$ cat config.mk
export PLATFORM = sky130hd
export DESIGN_NAME = multi_phase_check
export DESIGN_NICKNAME = d
export VERILOG_FILES = /design/src/rtl/multi_phase_check.sv
export SDC_FILE = /design/constraint.sdc
export NUM_CORES = 1
export LEC_CHECK = 0
export BUFFER_PORTS_ARGS = -buffer_cell sky130_fd_sc_hd__buf_2
export CAP_MARGIN = 20
export CORE_MARGIN = 2
export CORE_UTILIZATION = 65
export DETAILED_ROUTE_END_ITERATION = 10
export GPL_TIMING_DRIVEN = 1
export PLACE_DENSITY = 0.95
export SLEW_MARGIN = 10
export SYNTH_ARGS = -nofsm -noshare
export SYNTH_HDL_FRONTEND = slang
export SYNTH_SLANG_ARGS = --single-unit
$ cat constraint.sdc
create_clock -name clk -period 15.37 [get_ports clk]
set_clock_uncertainty 0.2 [all_clocks]
set_input_delay 2.3055 -clock clk [delete_from_list [all_inputs] [get_ports clk]]
set_output_delay 2.3055 -clock clk [all_outputs]
set_load 0.1 [all_outputs]
$ cat src/rtl/multi_phase_check.sv
// Multi-phase clock checker: measures the delay of NUM_CH shifted clocks relative to ref_in.
// Define PHASE_CHECK_LAST_DELAY_EN to keep and expose the last measured delay per channel.
module multi_phase_check #(
    parameter int unsigned NUM_CH = 4,
    parameter int unsigned CNT_W  = 16,
    parameter int unsigned TOL    = 2,
    parameter int unsigned SETTLE = 4
) (
    input  logic                    clk,
    input  logic                    rst,
    input  logic                    locked,
    input  logic                    ref_in,
    input  logic [NUM_CH-1:0]       sh_in,
    input  logic [NUM_CH*CNT_W-1:0] exp_delay,
    input  logic [NUM_CH-1:0]       ch_en,
    input  logic                    clr_fail,
    output logic [NUM_CH-1:0]       fail,
    output logic                    any_fail,
    output logic [CNT_W-1:0]        period,
    output logic                    period_valid,
    output logic [NUM_CH-1:0]       meas_valid,
    output logic                    timeout,
    output logic [NUM_CH*CNT_W-1:0] last_delay
);

    localparam int unsigned      W1      = CNT_W + 1;
    localparam logic [CNT_W-1:0] CNT_MAX = '1;
    localparam logic [CNT_W:0]   TOL_W   = W1'(TOL);

    typedef enum logic [1:0] {
        ST_DISABLED,
        ST_SETTLE,
        ST_RUN
    } state_t;

    state_t            state;
    logic [NUM_CH:0]   sync1, sync2, sync3, rise;
    logic              ref_edge;
    logic [NUM_CH-1:0] sh_edge;
    logic [CNT_W-1:0]  phase_cnt;
    logic [CNT_W-1:0]  settle_cnt;
    logic              armed;
    logic [1:0]        edge_cnt [NUM_CH];
    logic [CNT_W-1:0]  delay    [NUM_CH];
    logic [NUM_CH-1:0] bad;
    logic [NUM_CH-1:0] new_fail;
    logic              eval;
    logic              sat_hit;

    // Bit 0 carries ref_in so every path sees the same synchronizer latency.
    always_ff @(posedge clk or posedge rst) begin
        if (rst) begin
            sync1 <= '0;
            sync2 <= '0;
            sync3 <= '0;
        end else begin
            sync1 <= {sh_in, ref_in};
            sync2 <= sync1;
            sync3 <= sync2;
        end
    end

    assign rise     = sync2 & ~sync3;
    assign ref_edge = rise[0];
    assign sh_edge  = rise[NUM_CH:1];
    assign any_fail = |fail;

    function automatic logic chan_bad(input logic [CNT_W-1:0] d,
                                      input logic [CNT_W-1:0] x,
                                      input logic [CNT_W-1:0] p,
                                      input logic [1:0]       n);
        logic [CNT_W:0] dd, xx, pp, e, alt;
        dd  = {1'b0, d};
        xx  = {1'b0, x};
        pp  = {1'b0, p};
        e   = (dd >= xx) ? dd - xx : xx - dd;
        alt = (pp >= e) ? pp - e : '0;
        if (alt < e) e = alt;
        return (n != 2'd1) || (x >= p) || (e > TOL_W);
    endfunction

    // In a ref-edge cycle phase_cnt still holds the length of the ending period.
    always_comb begin
        eval     = locked && (state == ST_RUN) && armed && ref_edge;
        sat_hit  = locked && (state != ST_DISABLED) && (phase_cnt == CNT_MAX) && !ref_edge;
        bad      = '0;
        for (int unsigned i = 0; i < NUM_CH; i++) begin
            bad[i] = chan_bad(delay[i], exp_delay[i*CNT_W +: CNT_W], phase_cnt, edge_cnt[i]);
        end
        new_fail = (eval ? (ch_en & bad) : '0) | (sat_hit ? ch_en : '0);
    end

    // phase_cnt is the phase of the current cycle except in a ref-edge cycle, whose
    // phase is 0; it therefore reloads to 1 so the following cycle reads phase 1.
    always_ff @(posedge clk or posedge rst) begin
        if (rst) begin
            state        <= ST_DISABLED;
            phase_cnt    <= '0;
            settle_cnt   <= '0;
            armed        <= 1'b0;
            fail         <= '0;
            timeout      <= 1'b0;
            period       <= '0;
            period_valid <= 1'b0;
            meas_valid   <= '0;
            for (int unsigned i = 0; i < NUM_CH; i++) begin
                edge_cnt[i] <= '0;
                delay[i]    <= '0;
            end
        end else begin
            if (ref_edge) begin
                phase_cnt <= CNT_W'(1);
            end else if (phase_cnt != CNT_MAX) begin
                phase_cnt <= phase_cnt + CNT_W'(1);
            end

            for (int unsigned i = 0; i < NUM_CH; i++) begin
                if (ref_edge) begin
                    edge_cnt[i] <= {1'b0, sh_edge[i]};
                    delay[i]    <= '0;
                end else if (sh_edge[i]) begin
                    if (edge_cnt[i] == 2'd0) delay[i] <= phase_cnt;
                    if (edge_cnt[i] != 2'd2) edge_cnt[i] <= edge_cnt[i] + 2'd1;
                end
            end

            fail       <= (clr_fail ? '0 : fail) | new_fail;
            timeout    <= (timeout && !clr_fail) || sat_hit;
            meas_valid <= eval ? ch_en : '0;

            if (!locked) begin
                state        <= ST_DISABLED;
                armed        <= 1'b0;
                settle_cnt   <= '0;
                period_valid <= 1'b0;
            end else begin
                case (state)
                    ST_DISABLED: begin
                        state      <= ST_SETTLE;
                        settle_cnt <= '0;
                        armed      <= 1'b0;
                    end
                    ST_SETTLE: begin
                        if (sat_hit) begin
                            settle_cnt   <= '0;
                            period_valid <= 1'b0;
                        end else if (ref_edge) begin
                            period <= phase_cnt;
                            if (32'(settle_cnt) + 32'd1 >= SETTLE) begin
                                state <= ST_RUN;
                                armed <= 1'b0;
                            end else begin
                                settle_cnt <= settle_cnt + CNT_W'(1);
                            end
                        end
                    end
                    ST_RUN: begin
                        if (sat_hit) begin
                            state        <= ST_SETTLE;
                            settle_cnt   <= '0;
                            armed        <= 1'b0;
                            period_valid <= 1'b0;
                        end else if (ref_edge) begin
                            period <= phase_cnt;
                            armed  <= 1'b1;
                            if (armed) period_valid <= 1'b1;
                        end
                    end
                    default: state <= ST_DISABLED;
                endcase
            end
        end
    end

`ifdef PHASE_CHECK_LAST_DELAY_EN
    logic [CNT_W-1:0] last_dly [NUM_CH];

    always_ff @(posedge clk or posedge rst) begin
        if (rst) begin
            for (int unsigned i = 0; i < NUM_CH; i++) last_dly[i] <= '0;
        end else if (eval) begin
            for (int unsigned i = 0; i < NUM_CH; i++) begin
                if (ch_en[i]) last_dly[i] <= delay[i];
            end
        end
    end

    always_comb begin
        last_delay = '0;
        for (int unsigned i = 0; i < NUM_CH; i++) last_delay[i*CNT_W +: CNT_W] = last_dly[i];
    end
`else
    assign last_delay = '0;
`endif

endmodule
==> metrics.md <==
| Metric | Value |
|---|---|
| Status | complete, no violations |
| CP arrival | 10.29 ns |
| GRT Total Usage | 40.1% |
| Main synth FF type | dfrtp_1 |
| Post-synth EDFFs | 0 |
| Final net count | 3,117 |
| Synth Area in Compound Gates | 24.8% |
| # port buffers | 103 |
| Most frequent cells in the layout | 331 x ha_1, 259 x nand2_1, 253 x a21oi_1 |
| CTS Root Cell | clkbuf_16 |
| Height of the die | 183 µm |
| Multiplexer share of the synthesized area | 2.27% |
| Critical path startpoint category | input pin |
| Hold_buf cts | 0 |
| Number of synthesized register bits | 148 |
| XOR/XNOR Fraction of Synth Area | 5.26% |
| Drt pass-1 iters | 8 |
| Syn. warnings | 0 |
| RSZ-0062 raised after global routing | false |
| Routed wire length | 67.9 mm |
| Via density | 6.73 |
| Async SR Flop Fraction | 100% |
| DRC viols | 0 |
| Vias | 21,000 |
| Initial detailed-routing violation count | 2,040 |
| Die Width | 183 µm |
| Io pins | 168 |
| Row cnt | 65 |
| Final Core Density | 69.5% |
| H-tree levels | 4 |
| Adder-cell share of the synthesized area | 21.4% |
| Seq/Total Area, Yosys | 17.8% |
| Pwr per Cell Area | 91.5 nW/µm² |
| Mapped Area | 20,800 µm² |
| Average cell area after synthesis | 7.78 µm² |
| HPWL Detailed | 52.0 mm |
| CP Capture Type | flop |
| CP Class | input pin to flop |
| Largest net degree at the start of global routing | 95 |
| Crit path from | exp_delay[57] |
| Min Tclk post-route | 10.17 ns |
| Leak Pwr | 0.0109 µW |
| Peak Freq | 98.3 MHz |
| Initial antenna violation count | 2 |
| Hold crit path type | flop to flop |
| Drt wl/cell | 21.8 µm |
| Clk pin slew, worst setup/hold paths | 0.07 ns |
| Total die area | 33,400 µm² |
| Slew of the pin with the lowest slew margin | 1.07 ns |
| # clock sinks | 148 |
| Post-Synth Simple-Gate Area | 19.8% |
| Max-cap violations | 0 |
| TritonCTS clock tree | done |
| Synth unique cells | 100 |
| Slew headroom | 28.7% |
| Combinational family with the most area after synthesis | compound AO/OA/AOI/OAI gates |
| Min-delay src | sync1[4] |
| Final Max Tran Viols | 0 |
| First-pass GRT wire length | 106 mm |
| Period utilization | 66.2% |
| Mapped Cells | 2,670 |
| Clk Latency, worst-skew pair | 0.45 ns |
| Area grow syn2layout | 5.38% |
| GPL Wtd Cong | 1.11 |
| Core box area | 31,500 µm² |
| Layer with the highest usage | met2 |
| Routing usage on met1 | 48.6% |
| Post-CTS sizing | 0 |
| Peak VDD IR | 0.0864 mV |
| Worst-path fanout max | 18 |
| Final Hold Fails | 0 |
| Total CTS buffers | 17 |
| Post-CTS setup buffers | 0 |
| Starting Density | 66.0% |
| Crit path required time | 15.49 ns |
| CP peak stage delay | 0.59 ns |
| CTS max path bufs | 2 |
| Number of global-route vias before repair | 20,100 |
| Critical path's slowest cell | o21ai_2 |
| Met3 Usage GRT | 8.70% |
| Commonest non-fill, non-tap cell in the layout | ha_1 |
| Met2 Usage GRT | 64.6% |
| Fill cells | 2,533 |
| Post-route ant nets | 0 |
| Most frequent CP cell | a21o_1 |
| Final setup violating endpoints | 0 |
| GRT Residual Overflow | 0 |
| Final setup TNS | 0 ns |
| Reg-to-Reg Start | delay[61] |
| Share of post-route cells with drive strength above 1 | 8.19% |
[worst max-delay path, delay by kind of cell]
family | cells | cell delay [ns]
AO/OA/AOI/OAI | 19 | 4.25
XOR/XNOR | 1 | 0.42
adder cells (fa/ha/maj) | 3 | 1.28
buffers and inverters | 2 | 0.14
multiplexers | 1 | 0.20
AND/OR/NAND/NOR | 6 | 1.71
[routing by layer]
layer  share of wire [%]  up-vias
li1                    -     9488
met1                  38     9887
met2                  44     1259
met3                  11      317
met4                 6.7        2
met5               0.013        -
[area by class of cell]
class,count,area (µm²),area share [%]
Inverter,224,846,3.87
Timing Repair Buffer,123,666,3.04
Clock buffer,17,425,1.94
Tap cell,402,503,2.30
Clock inverter,15,200,0.915
Antenna cell,2,5.00,0.0229
Sequential cell,148,3700,16.9
Multi-Input combinational cell,2183,15500,71.0
[cell usage after synthesis, types with 17 or more instances]
cell type  instances  area (µm²)
and4_1            17         149
nand3_1           57         285
ha_1             331        4140
nor3_1            46         230
a211oi_1          24         180
buf_2             20         100
o21ai_0          108         541
and2_1            26         163
xor2_1            42         368
nand2_1          259         972
xnor2_1           79         692
o21a_1            18         135
nand4_1           59         369
a21o_1           146        1100
nand2b_1          31         194
nor2_1           170         638
buf_4             66         495
and3_1            26         163
inv_1            222         833
dfrtp_1          148        3700
a31oi_1           20         125
nor2b_1           59         369
clkbuf_1          80         300
mux2i_1           32         320
o211ai_1          20         150
o21bai_1          19         143
a21oi_1          253        1270
[power by group]
group | internal (µW) | leakage [µW] | switching, µW | total, µW
Combinational | 365 | 0.00860 | 729 | 1090
Clock | 237 | 0.000305 | 219 | 455
Sequential | 417 | 0.00201 | 35.0 | 452
Total | 1020 | 0.0109 | 983 | 2000
[stage by stage]
| stage | setup WS (ns) | cells | power, µW | instance area, µm² | hold WS (ns) |
|---|---|---|---|---|---|
| floorplan | 6.02 | 2733 | 1260 | 21000 | 0.131 |
| global placement | 5.17 | 3080 | 1480 | 21200 | 0.135 |
| detailed placement | 4.99 | 3080 | 1510 | 21200 | 0.139 |
| CTS | 5.37 | 3112 | 1970 | 21900 | 0.155 |
| global route | 4.77 | 3112 | 2100 | 21900 | 0.158 |
| finish | 5.20 | 3114 | 2000 | 21900 | 0.154 |
[path summary, 6_finish.rpt]
kind / cells past startpoint / to / slack [ns]
hold / removal: 0 / sync2[4] / 0.15
max in group asynchronous: 3 / delay[3] / 11.80
min in group asynchronous: 2 / delay[47] / 1.83
setup / recovery: 32 / fail[3] / 5.20
hold reg to reg: 0 / sync2[4] / 0.15
setup reg to reg: 30 / fail[0] / 6.76
[cells by family (layout without fill, tap and decap cells)]
family | after synthesis | in the layout
buffers and inverters | 402 | 379
muxes | 45 | 45
xor gates and xnor gates | 123 | 123
adders and majority gates | 349 | 349
and+or+nand+nor | 825 | 825
DFF | 148 | 148
AOI/OAI and AO/OA | 777 | 777
other | 1 | 66
[flip-flops by register name, indices dropped and copies added (netlist names), 5 cells and up]
name,cells
period,16
sync3,5
edge_cnt,8
delay,64
settle_cnt,16
sync2,5
sync1,5
phase_cnt,16
No activity file was read; power rests on OpenSTA's default activity.
